`src/rtl/sequence_generator.sv`:
```
// Serial pattern transmitter: sends the captured pattern MSB-first, repeated
// repeat_cnt+1 times with a one-cycle gap between repetitions, then pulses done.
module sequence_generator #(
    parameter int unsigned MAX_LEN = 8
) (
    input  logic                     clk,
    input  logic                     reset,
    input  logic                     start,
    input  logic [MAX_LEN-1:0]       pattern,
    input  logic [$clog2(MAX_LEN):0] pat_len,
    input  logic [3:0]               repeat_cnt,
    output logic                     data_out,
    output logic                     valid_out,
    output logic                     busy,
    output logic                     done,
    output logic [1:0]               state_out
);

    localparam int unsigned IdxW = $clog2(MAX_LEN);
    localparam int unsigned LenW = IdxW + 1;

    typedef enum logic [1:0] {
        StIdle  = 2'b00,
        StShift = 2'b01,
        StGap   = 2'b10,
        StDone  = 2'b11
    } state_e;

    state_e             state_q, state_d;
    logic [MAX_LEN-1:0] pat_q, pat_d;
    logic [IdxW-1:0]    len_m1_q, len_m1_d;
    logic [IdxW-1:0]    idx_q, idx_d;
    logic [3:0]         rem_q, rem_d;
    logic [IdxW-1:0]    eff_len_m1;

    // Clamp the requested length into 1..MAX_LEN, kept as length-1.
    always_comb begin
        eff_len_m1 = '0;
        if (pat_len == '0) begin
            eff_len_m1 = '0;
        end else if (pat_len > LenW'(MAX_LEN)) begin
            eff_len_m1 = IdxW'(MAX_LEN - 1);
        end else begin
            eff_len_m1 = IdxW'(pat_len - LenW'(1));
        end
    end

    always_comb begin
        state_d  = state_q;
        pat_d    = pat_q;
        len_m1_d = len_m1_q;
        idx_d    = idx_q;
        rem_d    = rem_q;
        case (state_q)
            StIdle: begin
                if (start) begin
                    pat_d    = pattern;
                    len_m1_d = eff_len_m1;
                    idx_d    = eff_len_m1;
                    rem_d    = repeat_cnt;
                    state_d  = StShift;
                end
            end
            StShift: begin
                if (idx_q == '0) begin
                    if (rem_q != 4'd0) begin
                        rem_d   = rem_q - 4'd1;
                        idx_d   = len_m1_q;
                        state_d = StGap;
                    end else begin
                        state_d = StDone;
                    end
                end else begin
                    idx_d = idx_q - 1'b1;
                end
            end
            StGap:   state_d = StShift;
            StDone:  state_d = StIdle;
            default: state_d = StIdle;
        endcase
    end

    always_ff @(posedge clk or negedge reset) begin
        if (!reset) begin
            state_q  <= StIdle;
            pat_q    <= '0;
            len_m1_q <= '0;
            idx_q    <= '0;
            rem_q    <= '0;
        end else begin
            state_q  <= state_d;
            pat_q    <= pat_d;
            len_m1_q <= len_m1_d;
            idx_q    <= idx_d;
            rem_q    <= rem_d;
        end
    end

    // Outputs depend on registers only; no input reaches an output combinationally.
    assign valid_out = (state_q == StShift);
    assign data_out  = valid_out & pat_q[idx_q];
    assign busy      = (state_q != StIdle);
    assign done      = (state_q == StDone);
    assign state_out = state_q;

endmodule
```
`config.mk`:
```
export PLATFORM = sky130hd
export DESIGN_NAME = sequence_generator
export DESIGN_NICKNAME = d
export VERILOG_FILES = /design/src/rtl/sequence_generator.sv
export SDC_FILE = /design/constraint.sdc
export NUM_CORES = 1
export LEC_CHECK = 0
export BUFFER_PORTS_ARGS = -buffer_cell sky130_fd_sc_hd__buf_2
export CORE_MARGIN = 2
export CORE_UTILIZATION = 50
export DETAILED_ROUTE_END_ITERATION = 12
export GPL_ROUTABILITY_DRIVEN = 0
export GPL_TIMING_DRIVEN = 0
export PLACE_DENSITY = 0.78
export RECOVER_POWER = 25
export SLEW_MARGIN = 5
export SYNTH_ARGS = -nofsm -noshare
export SYNTH_HDL_FRONTEND = slang
export SYNTH_SLANG_ARGS = --single-unit
```
`constraint.sdc`:
```
create_clock -name clk -period 3.8 [get_ports clk]
set_input_delay 0.38 -clock clk [delete_from_list [all_inputs] [get_ports clk]]
set_output_delay 0.38 -clock clk [all_outputs]
set_load 0.01 [all_outputs]
```
# Yosys cells after proc, flatten, opt, wreduce, memory -nomap -nowiden
# Cells that the tools add are included.
# totals
ff_bits	20
in_bits	19
output_inout_bits	6
elab_cells	44
# classes
addsub	3
magnitude_cmp	2
n_eq_ne	7
mux	16
bitwise_logic	1
reduce_logical	10
# ops
operator	count
2-to-1 mux 3 bit	5
2-to-1 mux 4 bit	3
case mux 2 bit (4 select lines)	1
case mux 4 bit (2 select lines)	1
case mux 3 bit (2 select lines)	1
subtractor 3 x 1 -> 3 bit, second input constant	2
equality test 2 bit, second input constant	2
> comparator 4 bit, second input constant	1
logical NOT 4 bit	1
< comparator 3 x 4 -> 1 bit, second input constant	1
2-to-1 mux 2 bit	2
!= test 2 x 1 -> 1 bit, second input constant	2
AND reduction 2 bit	2
AND reduction 4 bit	1
nonzero test 2 bit	2
nonzero test 4 bit	1
subtractor 4 x 1 -> 4 bit, second input constant	1
binary-select mux 1 bit (select 3 bit)	1
logical NOT 3 bit	1
!= test 3 x 2 -> 1 bit, second input constant	1
AND reduction 3 bit	1
equality test 2 x 1 -> 1 bit, second input constant	1
logical NOT 2 bit	1
2-to-1 mux 1 bit	2
other kinds (2)	2

# Longest topological paths before layout
# Gate-level depths: netlist of run 1.
# logic_depth
word_depth	5
ltp_mapped	6
depth_no_buf	6

# Least setup slack after synthesis of run 1
# OpenSTA, ideal clock, no wires.
# synth_path
kind	flip-flop to flip-flop
startpoint	register idx_q[0]
endpoint	register idx_q[0]
setup_time_ns	0.125
t_arrival_ns	1.475
t_required_ns	3.675
slack_ns	2.200
stages_incl_launch_ff	7
path_buffers	0
synth_period_minus_slack_ns	1.600
cell_sequence	dfrtp_1 inv_1 ha_1 nor2b_2 mux2i_1 o22ai_1 mux2_2
# synth_via
elab_chain_len	3
elab_cells_between_ends	6
cone_classes	add/sub: 1; eq/ne: 1; mux: 2; reduce/logical: 2
# synth_rtl
item	line_no	rtl
start, declared	32	logic [IdxW-1:0] idx_q, idx_d;
start signal, assigned	94	idx_q <= idx_d;
subtractor 3 x 1 -> 3 bit / logical NOT 3 bit (equally long branches)	74, 65	
2-to-1 mux 3 bit / != test 3 x 2 -> 1 bit (equally long branches)	n/a	
case mux 3 bit (2 select lines) / AND reduction 3 bit (equally long branches)	n/a	
# Parallel ways exist; a longest one is shown, timed or not.
# A chain may end at the register's enable or synchronous reset.

# Worst setup path in the final report of run 1
# layout_path
startpoint	register idx_q[0]
endpoint	output port data_out
# layout_via
elab_chain_len	3
# layout_rtl
item	line_no	rtl
binary-select mux 1 bit (select 3 bit)	101	assign data_out = valid_out & pat_q[idx_q];
2-to-1 mux 1 bit (not written as such)	101	
bitwise AND 1 bit	101	
end, declared	12	output logic data_out,
# Every way passes these cells. The select of a mux whose other input is x is not followed.

==> impl_metrics.py, run 1 <==
metrics = {
    "power": {
        "p_sw_frac": 0.392,
        "internal_power_uw": 678,
        "power_density_nw_per_um2": 800,
        "peakVddDrop_uv": 456,
        "p_seq_frac": 0.360,
        "switchingPower_uw": 438,
        "comb_power_share": 0.529,
        "clock_power_share": 0.111,
        "p_leak_uw": 0.000638,
    },
    "critical_path": {
        "crit_required_ps": 3420,
        "r2r_end": "idx_q[0]",
        "arrival_ps": 1610,
        "critical_path_depth": 4,
        "crit_path_top_delay_cell": "mux4_2",
        "worstRegToRegCells": 6,
        "r2r_start": "idx_q[0]",
        "path_cells": "mux4_2, mux2i_1, nor2_1, buf_2",
        "critPathKind": "reg -> out",
        "rrSetupSlack_ps": 1990,
        "crit_path_start": "idx_q[0]",
        "startpoint_type": "flop",
        "cp_top_family": "multiplexers",
        "max_stage_delay_ps": 520,
        "cp_max_fo": 4,
        "cp-end-kind": "output port",
        "cp-endpoint": "data_out",
        "critical_path_buf_inv_count": 1,
    },
    "synth": {
        "synth_top_area_cell": "dfrtp_1",
        "synth_seq_cells": 20,
        "syn_area_um2": 1200,
        "synthArstFlopShare": 1.00,
        "synth_area_per_cell_um2": 10.5,
        "yosysWarnings": 0,
        "netlist_instances": 115,
        "synth_seq_area_share": 0.415,
        "yosys.area.top_type_share": 0.415,
        "yosys-top-cells-area": "dfrtp_1 (42%), mux2_2 (6.5%), ha_1 (4.2%)",
        "synth_fp_nets": 138,
        "ys_types": 37,
        "synth_edf_count": 0,
        "synthFlopType": "dfrtp_1",
    },
    "sta": {
        "slew_violations": 0,
        "tightest_slew_ps": 1060,
        "max_freq_ghz": 0.502,
        "skew_ps": 6.44,
        "slew_headroom": 0.291,
        "period_needed_ps": 1990,
        "rsz0062_at_grt": "no",
        "setup_viol": 0,
        "hold_viol": 0,
        "period_share": 0.524,
        "setup_tns_ps": 0,
    },
    "global_route": {
        "grt_pass1_wl_mm": 4.08,
        "use_met2": 0.358,
        "grt_remaining_overflow": 0,
        "antenna_found_initial": 0,
        "grtUsageTotal": 0.203,
        "met3_usage": 0.0339,
        "use_met1": 0.246,
        "grt_max_degree": 21,
        "grt-busiest-layer": "met2",
        "grt_pass1_vias": 976,
    },
    "floorplan": {
        "start_util": 0.534,
        "die_y_um": 53.1,
        "num_rows": 17,
        "die_w_um": 53.1,
        "ios": 25,
        "core_um2": 2250,
        "fp.dieArea_um2": 2820,
    },
    "clocking": {
        "holdBufCountCts": 0,
        "clk_pin_slew_ps": 110,
        "cts_buffer_depth": 2,
        "cts_sinks": 20,
        "tritoncts": "yes",
        "cts_made_buffers": 3,
        "clock_latency_ps": 300,
        "root_buffer": "clkbuf_4",
        "post_cts_resized": 0,
        "cts_setup_buffers": 0,
        "h-tree-depth": 1,
    },
    "cells_and_area": {
        "syn_to_final_growth_pct": 15.8,
        "multiInputGateArea_um2": 626,
        "seq_area_um2": 500,
        "fin_cells": 171,
        "diodes": 0,
        "n_fill_cell": 219,
        "fin_area_um2": 1400,
        "layout.nets": 167,
        "drive_gt1_frac": 0.336,
    },
    "routing": {
        "drc": 0,
        "vias": 929,
        "ant_nets": 0,
        "post_drt_wl_per_cell_um": 13.6,
        "vias_per_cell": 5.43,
        "dr.pass1.iters": 4,
        "drtIter0Drc": 9,
        "routed_wl_mm": 2.33,
    },
    "job": {
        "drv_cap": 0,
    },
    "placed_design": {
        "place_hpwl_mm": 1.85,
        "port_buffers": 24,
        "dpl_cell_area_um2": 1360,
        "placedCellCount": 167,
    },
    "outcome": {
        "outcome": "complete, no violations",
    },
    "min_path": {
        "hold_class": "in -> async",
    },
}
-- layer usage --
layer	share of wire	routed length (µm)	vias up
met5	0	0	-
met4	0.011	25	0
met3	0.035	82	4
met2	0.51	1190	19
met1	0.44	1030	441
li1	-	-	465
-- final cells by class --
type                            instances  area share
Multi-Input combinational cell         79       0.448
Sequential cell                        20       0.359
Timing Repair Buffer                   24      0.0852
Inverter                               13      0.0350
Clock buffer                            4      0.0260
Tap cell                               28      0.0251
Buffer                                  3      0.0215
-- registers in the layout, summed over array words and instances, names as in the netlist --
| signal | flops |
|---|---|
| state_out | 2 |
| rem_q | 4 |
| len_m1_q | 3 |
| idx_q | 3 |
| pat_q | 8 |
-- placed cells by master, fill, tap and decap left out, types with 2 or more instances in the layout --
cell      count
nand2_1       2
mux2_1        4
a22oi_1       2
mux4_2        2
a211oi_1      2
o21ai_0       6
ha_1          4
a21oi_1       7
buf_2        23
buf_6         2
clkbuf_4      4
nor2_1       11
a31oi_1       2
o21ai_1       3
inv_1        13
mux2i_1       3
mux2_2        7
dfrtp_1      20
o22ai_1       3
nand2b_1      3
-- kinds of logic after synthesis --
family,Yosys count,share of synthesized area
mux,16,0.165
simple gates,27,0.142
buf+inv,16,0.0654
compound gates,32,0.170
fa+ha+maj,4,0.0415
flops,20,0.415
-- per-stage QoR --
step                utilization  hold WS, ps  power (µW)  setup WS (ps)
global route              0.619          281        1220           1710
finish                    0.619          229        1120           1810
global placement          0.603          348         967           2050
floorplan                     -         84.4         851           2200
detailed placement        0.603          355        1000           1990
CTS                       0.619         12.5        1130           1790
-- power by group through the flow --
stage                     clock network [µW]  logic [µW]  registers (µW)
after detailed placement                   0         594             408
final                                    124         591             402
after floorplan                            0         469             382
after global placement                     0         570             398
after CTS                                128         595             403
after global routing                     137         669             418
-- cells in the mapped netlist, types with 2 or more instances --
library cell / instances
nand2b_1: 3
a21oi_1: 7
mux4_2: 2
nand2_1: 2
o21ai_0: 6
o22ai_1: 3
a22oi_1: 2
buf_6: 2
mux2_2: 7
nor2_1: 11
dfrtp_1: 20
o21ai_1: 3
a211oi_1: 2
mux2i_1: 3
ha_1: 4
mux2_1: 4
a31oi_1: 2
inv_1: 13
-- worst min path at each step --
| stage | cells after the start | endpoint | slack, ps |
|---|---|---|---|
| floorplan | 0 | idx_q[0] | 80 |
| global placement | 1 | state_out[0] | 350 |
| detailed placement | 1 | state_out[0] | 350 |
| CTS | 1 | state_out[0] | 10 |
| global route | 2 | pat_q[6] | 280 |
| finish | 1 | len_m1_q[2] | 230 |
No activity file was read; power rests on OpenSTA's default activity.
==> inputs of run 2 (changes only) <==
CORE_UTILIZATION = 48   (was 50)
clock period = 1.8 ns   (was 3.8 ns; I/O delays follow)
==> run 2 against run 1 <==
Compared with the run above: combinational power grew 120%; die area grew 3.8%; first-iteration DRC count grew 11%; clock skew shrank 0.78 ps; non-clock buffer count grew 2; worst hold slack lost 150 ps; setup slack lost 1800 ps; cell count grew 1.8%; sequential cell count is the same; via count grew 1.6%; critical path depth is the same.
==> impl_metrics.py, run 2 (synthesized netlist as in run 1, its figures left out) <==
metrics = {
    "floorplan": {
        "start_util": 0.495,
        "num_rows": 18,
        "die_w_um": 54.1,
        "die_y_um": 54.1,
        "core_um2": 2430,
        "fp.dieArea_um2": 2930,
        "ios": 25,
    },
    "clocking": {
        "cts_sinks": 20,
        "clock_latency_ps": 310,
        "cts_made_buffers": 3,
        "root_buffer": "clkbuf_4",
        "tritoncts": "yes",
        "clk_pin_slew_ps": 110,
        "h-tree-depth": 1,
        "cts_buffer_depth": 2,
    },
    "routing": {
        "ant_nets": 0,
        "dr.pass1.iters": 5,
        "drc": 0,
        "post_drt_wl_per_cell_um": 14.5,
        "vias_per_cell": 5.43,
        "vias": 944,
        "routed_wl_mm": 2.52,
        "drtIter0Drc": 10,
    },
    "global_route": {
        "grt_pass1_wl_mm": 4.15,
        "antenna_found_initial": 0,
        "grt_remaining_overflow": 0,
        "grt_max_degree": 21,
        "grt_pass1_vias": 941,
        "grtUsageTotal": 0.209,
    },
    "cells_and_area": {
        "diodes": 0,
        "syn_to_final_growth_pct": 17.9,
        "drive_gt1_frac": 0.347,
        "reg_top3": "pat_q x8, rem_q x4",
        "final_common_cell": "buf_2",
        "mostFrequentLayoutCells": "buf_2 (23), dfrtp_1 (19), inv_1 (13)",
        "largest_reg_flops": 8,
        "largest_register": "pat_q",
        "layout.nets": 169,
    },
    "critical_path": {
        "arrival_ps": 1570,
        "crit_required_ps": 1620,
        "startpoint_type": "flop",
        "cp-end-kind": "output port",
        "critPathKind": "reg -> out",
        "cp_max_fo": 4,
    },
    "sta": {
        "whs_ps": 82.7,
        "rsz0062_at_grt": "yes",
        "period_needed_ps": 1750,
        "setup_viol": 0,
        "tightest_slew_ps": 1110,
        "setup_tns_ps": 0,
        "slew_headroom": 0.260,
        "setup_ws_ps": 53.5,
        "max_freq_ghz": 0.573,
        "slew_violations": 0,
        "period_share": 0.970,
        "hold_viol": 0,
        "skew_ps": 5.67,
    },
    "placed_design": {
        "port_buffers": 24,
        "dpl_worst_slack_ps": -37.2,
        "place_hpwl_mm": 1.95,
    },
    "power": {
        "p_leak_uw": 0.000642,
        "peakVddDrop_uv": 815,
        "power_density_nw_per_um2": 1680,
        "power.total_uw": 2390,
    },
    "job": {
        "drv_cap": 0,
    },
    "min_path": {
        "hold_class": "in -> reg",
    },
    "outcome": {
        "outcome": "complete, no violations",
    },
}
-- run 2: cell types whose count changed in the layout (fill, tap and decap cells not counted), sizes merged --
| cell | delta |
|---|---|
| clkbuf | -1 |
| dlygate4sd3 | +1 |
| buf | +1 |
-- run 2: area by class of cell --
cell class / instances / area [µm²]
buffer: 3 / 30.0
clock buffer: 3 / 22.5
fill: 229 / 1010
inverter: 13 / 48.8
multi-input combinational: 79 / 643
sequential: 20 / 502
tap: 30 / 37.5
timing repair buffer: 26 / 136
-- run 2: per-stage QoR --
step | instances | cell area, µm² | util
after floorplan | 115 | 1200 | -
after global placement | 169 | 1360 | 0.560
after CTS | 173 | 1400 | 0.576
final | 174 | 1420 | 0.584
after detailed placement | 169 | 1360 | 0.560
after global routing | 174 | 1420 | 0.584
-- run 2: critical path, cell delays in order (launching register included) --
cell and delay [ps]:
dfrtp_2 430, mux4_2 510, mux2i_1 130, nor2_1 50, buf_2 140
-- run 2: path summary, 6_finish.rpt --
kind / startpoint / endpoint / slack (ps) / cells after the start
max in group asynchronous: reset / idx_q[0] / 480 / 2
setup / recovery: idx_q[0] / data_out / 50 / 4
min in group asynchronous: reset / pat_q[2] / 590 / 2
setup reg to reg: idx_q[0] / idx_q[1] / 120 / 6
hold reg to reg: pat_q[5] / pat_q[5] / 510 / 1
hold / removal: pattern[5] / pat_q[5] / 80 / 2
-- run 2: repair_timing --
item | 4_1_cts | 5_1_grt
hold buffers | 1 | 0
resized for setup | 2 | 2
buffers inserted | 0 | 1
endpoints found under the hold margin | 20 | 0
endpoints found under the setup margin | 3 | 3
-- run 2: per-layer routing --
metal | routed length, µm | global-route usage | up-vias | part of all wire
li1 | - | - | 467 | -
met1 | 1060 | 0.242 | 441 | 0.42
met2 | 1270 | 0.360 | 29 | 0.50
met3 | 123 | 0.0417 | 7 | 0.049
met4 | 66 | 0.113 | 0 | 0.026
met5 | 0 | 0 | - | 0
-- run 2: power breakdown --
part | total [µW] | switching (µW) | internal (µW) | leakage, µW
registers | 851 | 183 | 669 | 0.000232
logic | 1320 | 644 | 677 | 0.000397
clock network | 216 | 138 | 78.3 | 0.0000138
==> inputs of run 3 (changes only) <==
BUFFER_PORTS_ARGS = unset   (was -buffer_cell sky130_fd_sc_hd__buf_2)
CORE_UTILIZATION = 50   (was 48)
DONT_BUFFER_PORTS = 1   (was unset)
PLACE_DENSITY = 0.69   (was 0.78)
clock period = 2.26 ns   (was 1.8 ns; I/O delays follow)
==> run 3 against run 2 <==
Compared with the run above: sequential power decreased by 20%; sequential share of layout area is 3.6 points higher; die area down 3.7%; setup slack better by 390 ps; combinational power decreased by 30%; utilization is 1.3 points lower; clock power is 6% lower; cell count shrank 15%; non-clock buffer count decreased by 25; clock skew is 3.8 ps lower; critical path depth increased by 2; largest power group unchanged.
==> impl_metrics.py, run 3 (synthesized netlist as in run 1, its figures left out) <==
metrics = {
    "sta": {
        "rsz0062_at_grt": "no",
        "slew_violations": 0,
        "skew_ps": 1.83,
        "period_needed_ps": 1820,
        "period_share": 0.804,
        "max_freq_ghz": 0.550,
        "tightest_slew_ps": 935,
        "slew_headroom": 0.374,
        "hold_viol": 0,
        "setup_viol": 0,
        "setup_tns_ps": 0,
        "setup_ws_ps": 442,
    },
    "cells_and_area": {
        "mostFrequentLayoutCells": "dfrtp_1 (20), inv_1 (13), nor2_1 (11)",
        "final_common_cell": "dfrtp_1",
        "n_fill_cell": 205,
        "fin_cells": 148,
        "seq_area_um2": 500,
        "layout.nets": 144,
        "drive_gt1_frac": 0.208,
        "reg_top3": "pat_q x8, rem_q x4",
        "syn_to_final_growth_pct": 6.75,
        "fin_util": 0.570,
        "largest_register": "pat_q",
        "largest_reg_flops": 8,
        "diodes": 0,
        "multiInputGateArea_um2": 626,
    },
    "floorplan": {
        "start_util": 0.534,
        "die_y_um": 53.1,
        "fp.dieArea_um2": 2820,
        "die_w_um": 53.1,
        "num_rows": 17,
        "ios": 25,
        "core_um2": 2250,
    },
    "critical_path": {
        "cp-end-kind": "flop",
        "arrival_ps": 2010,
        "critical_path_buf_inv_count": 1,
        "worstRegToRegCells": 6,
        "crit_required_ps": 2450,
        "cp_top_family": "multiplexers",
        "crit_path_top_delay_cell": "dfrtp_1",
        "max_stage_delay_ps": 460,
        "critPathKind": "reg -> reg",
        "path_cells": "inv_1, ha_1, nor2b_2, mux2i_1, o22ai_1, mux2_2",
        "startpoint_type": "flop",
        "cp_max_fo": 5,
        "critical_path_depth": 6,
    },
    "global_route": {
        "grt_remaining_overflow": 0,
        "grtUsageTotal": 0.190,
        "grt_max_degree": 21,
        "antenna_found_initial": 0,
        "grt_pass1_vias": 868,
        "grt_pass1_wl_mm": 3.82,
    },
    "routing": {
        "post_drt_wl_per_cell_um": 15.0,
        "ant_nets": 0,
        "dr.pass1.iters": 4,
        "vias": 844,
        "routed_wl_mm": 2.22,
        "drtIter0Drc": 11,
        "vias_per_cell": 5.70,
        "drc": 0,
    },
    "placed_design": {
        "dpl_worst_slack_ps": 445,
        "port_buffers": 0,
        "placedCellCount": 143,
        "place_hpwl_mm": 1.73,
    },
    "clocking": {
        "clk_pin_slew_ps": 110,
        "holdBufCountCts": 1,
        "cts_sinks": 20,
        "cts_setup_buffers": 0,
        "cts_buffer_depth": 2,
        "clock_latency_ps": 290,
        "h-tree-depth": 1,
        "tritoncts": "yes",
        "cts_made_buffers": 3,
        "post_cts_resized": 0,
        "root_buffer": "clkbuf_4",
    },
    "power": {
        "p_leak_uw": 0.000550,
        "power_density_nw_per_um2": 1400,
        "peakVddDrop_uv": 777,
    },
    "job": {
        "drv_cap": 0,
    },
    "outcome": {
        "outcome": "complete, no violations",
    },
    "min_path": {
        "hold_depth": 1,
        "hold_class": "in -> reg",
    },
}
run 3: worst paths after layout:
check	from	endpoint	slack, ps
setup / recovery	idx_q[0]	idx_q[0]	440
hold / removal	pattern[7]	pat_q[7]	60
setup reg to reg	idx_q[0]	idx_q[0]	440
hold reg to reg	pat_q[5]	pat_q[5]	500
max in group asynchronous	reset	pat_q[1]	1190
min in group asynchronous	reset	state_out[0]	510
run 3: final cells by class:
type,count,share of cell area
multi-input cells,79,0.486
flip-flops and latches,20,0.389
inverters,13,0.0379
clock buffers,4,0.0282
well taps,28,0.0272
plain buffers,3,0.0233
repair buffers,1,0.00778
run 3: stage by stage:
stage	power [µW]	hold slack, ps	cell area, µm²
after floorplan	1430	-69.6	1200
after global placement	1560	-69.1	1240
after detailed placement	1610	-69.1	1240
after CTS	1830	44.7	1290
after global routing	1980	33.3	1290
final	1800	56.9	1290
run 3: report_power, final:
| group | switching (µW) | leakage, µW | internal (µW) |
|---|---|---|---|
| Sequential | 147 | 0.000233 | 530 |
| Combinational | 455 | 0.000297 | 466 |
| Clock | 106 | 0.0000210 | 98.1 |
| Total | 708 | 0.000550 | 1090 |
run 3: metal layers:
metal,track usage,vias up,routed length (µm)
met1,0.232,402,1020
met5,0,-,0
met3,0.0452,2,79
li1,-,422,-
met4,0.0641,0,12
met2,0.327,18,1100
run 3: worst reg2reg max path: cells and delay by family, from the launching register on:
family | cells | cell delay, ps
multiplexers | 2 | 490
adder cells (fa/ha/maj) | 1 | 230
AND/OR/NAND/NOR | 1 | 300
AO/OA/AOI/OAI | 1 | 100
buffers and inverters | 1 | 120
flip-flops | 1 | 460
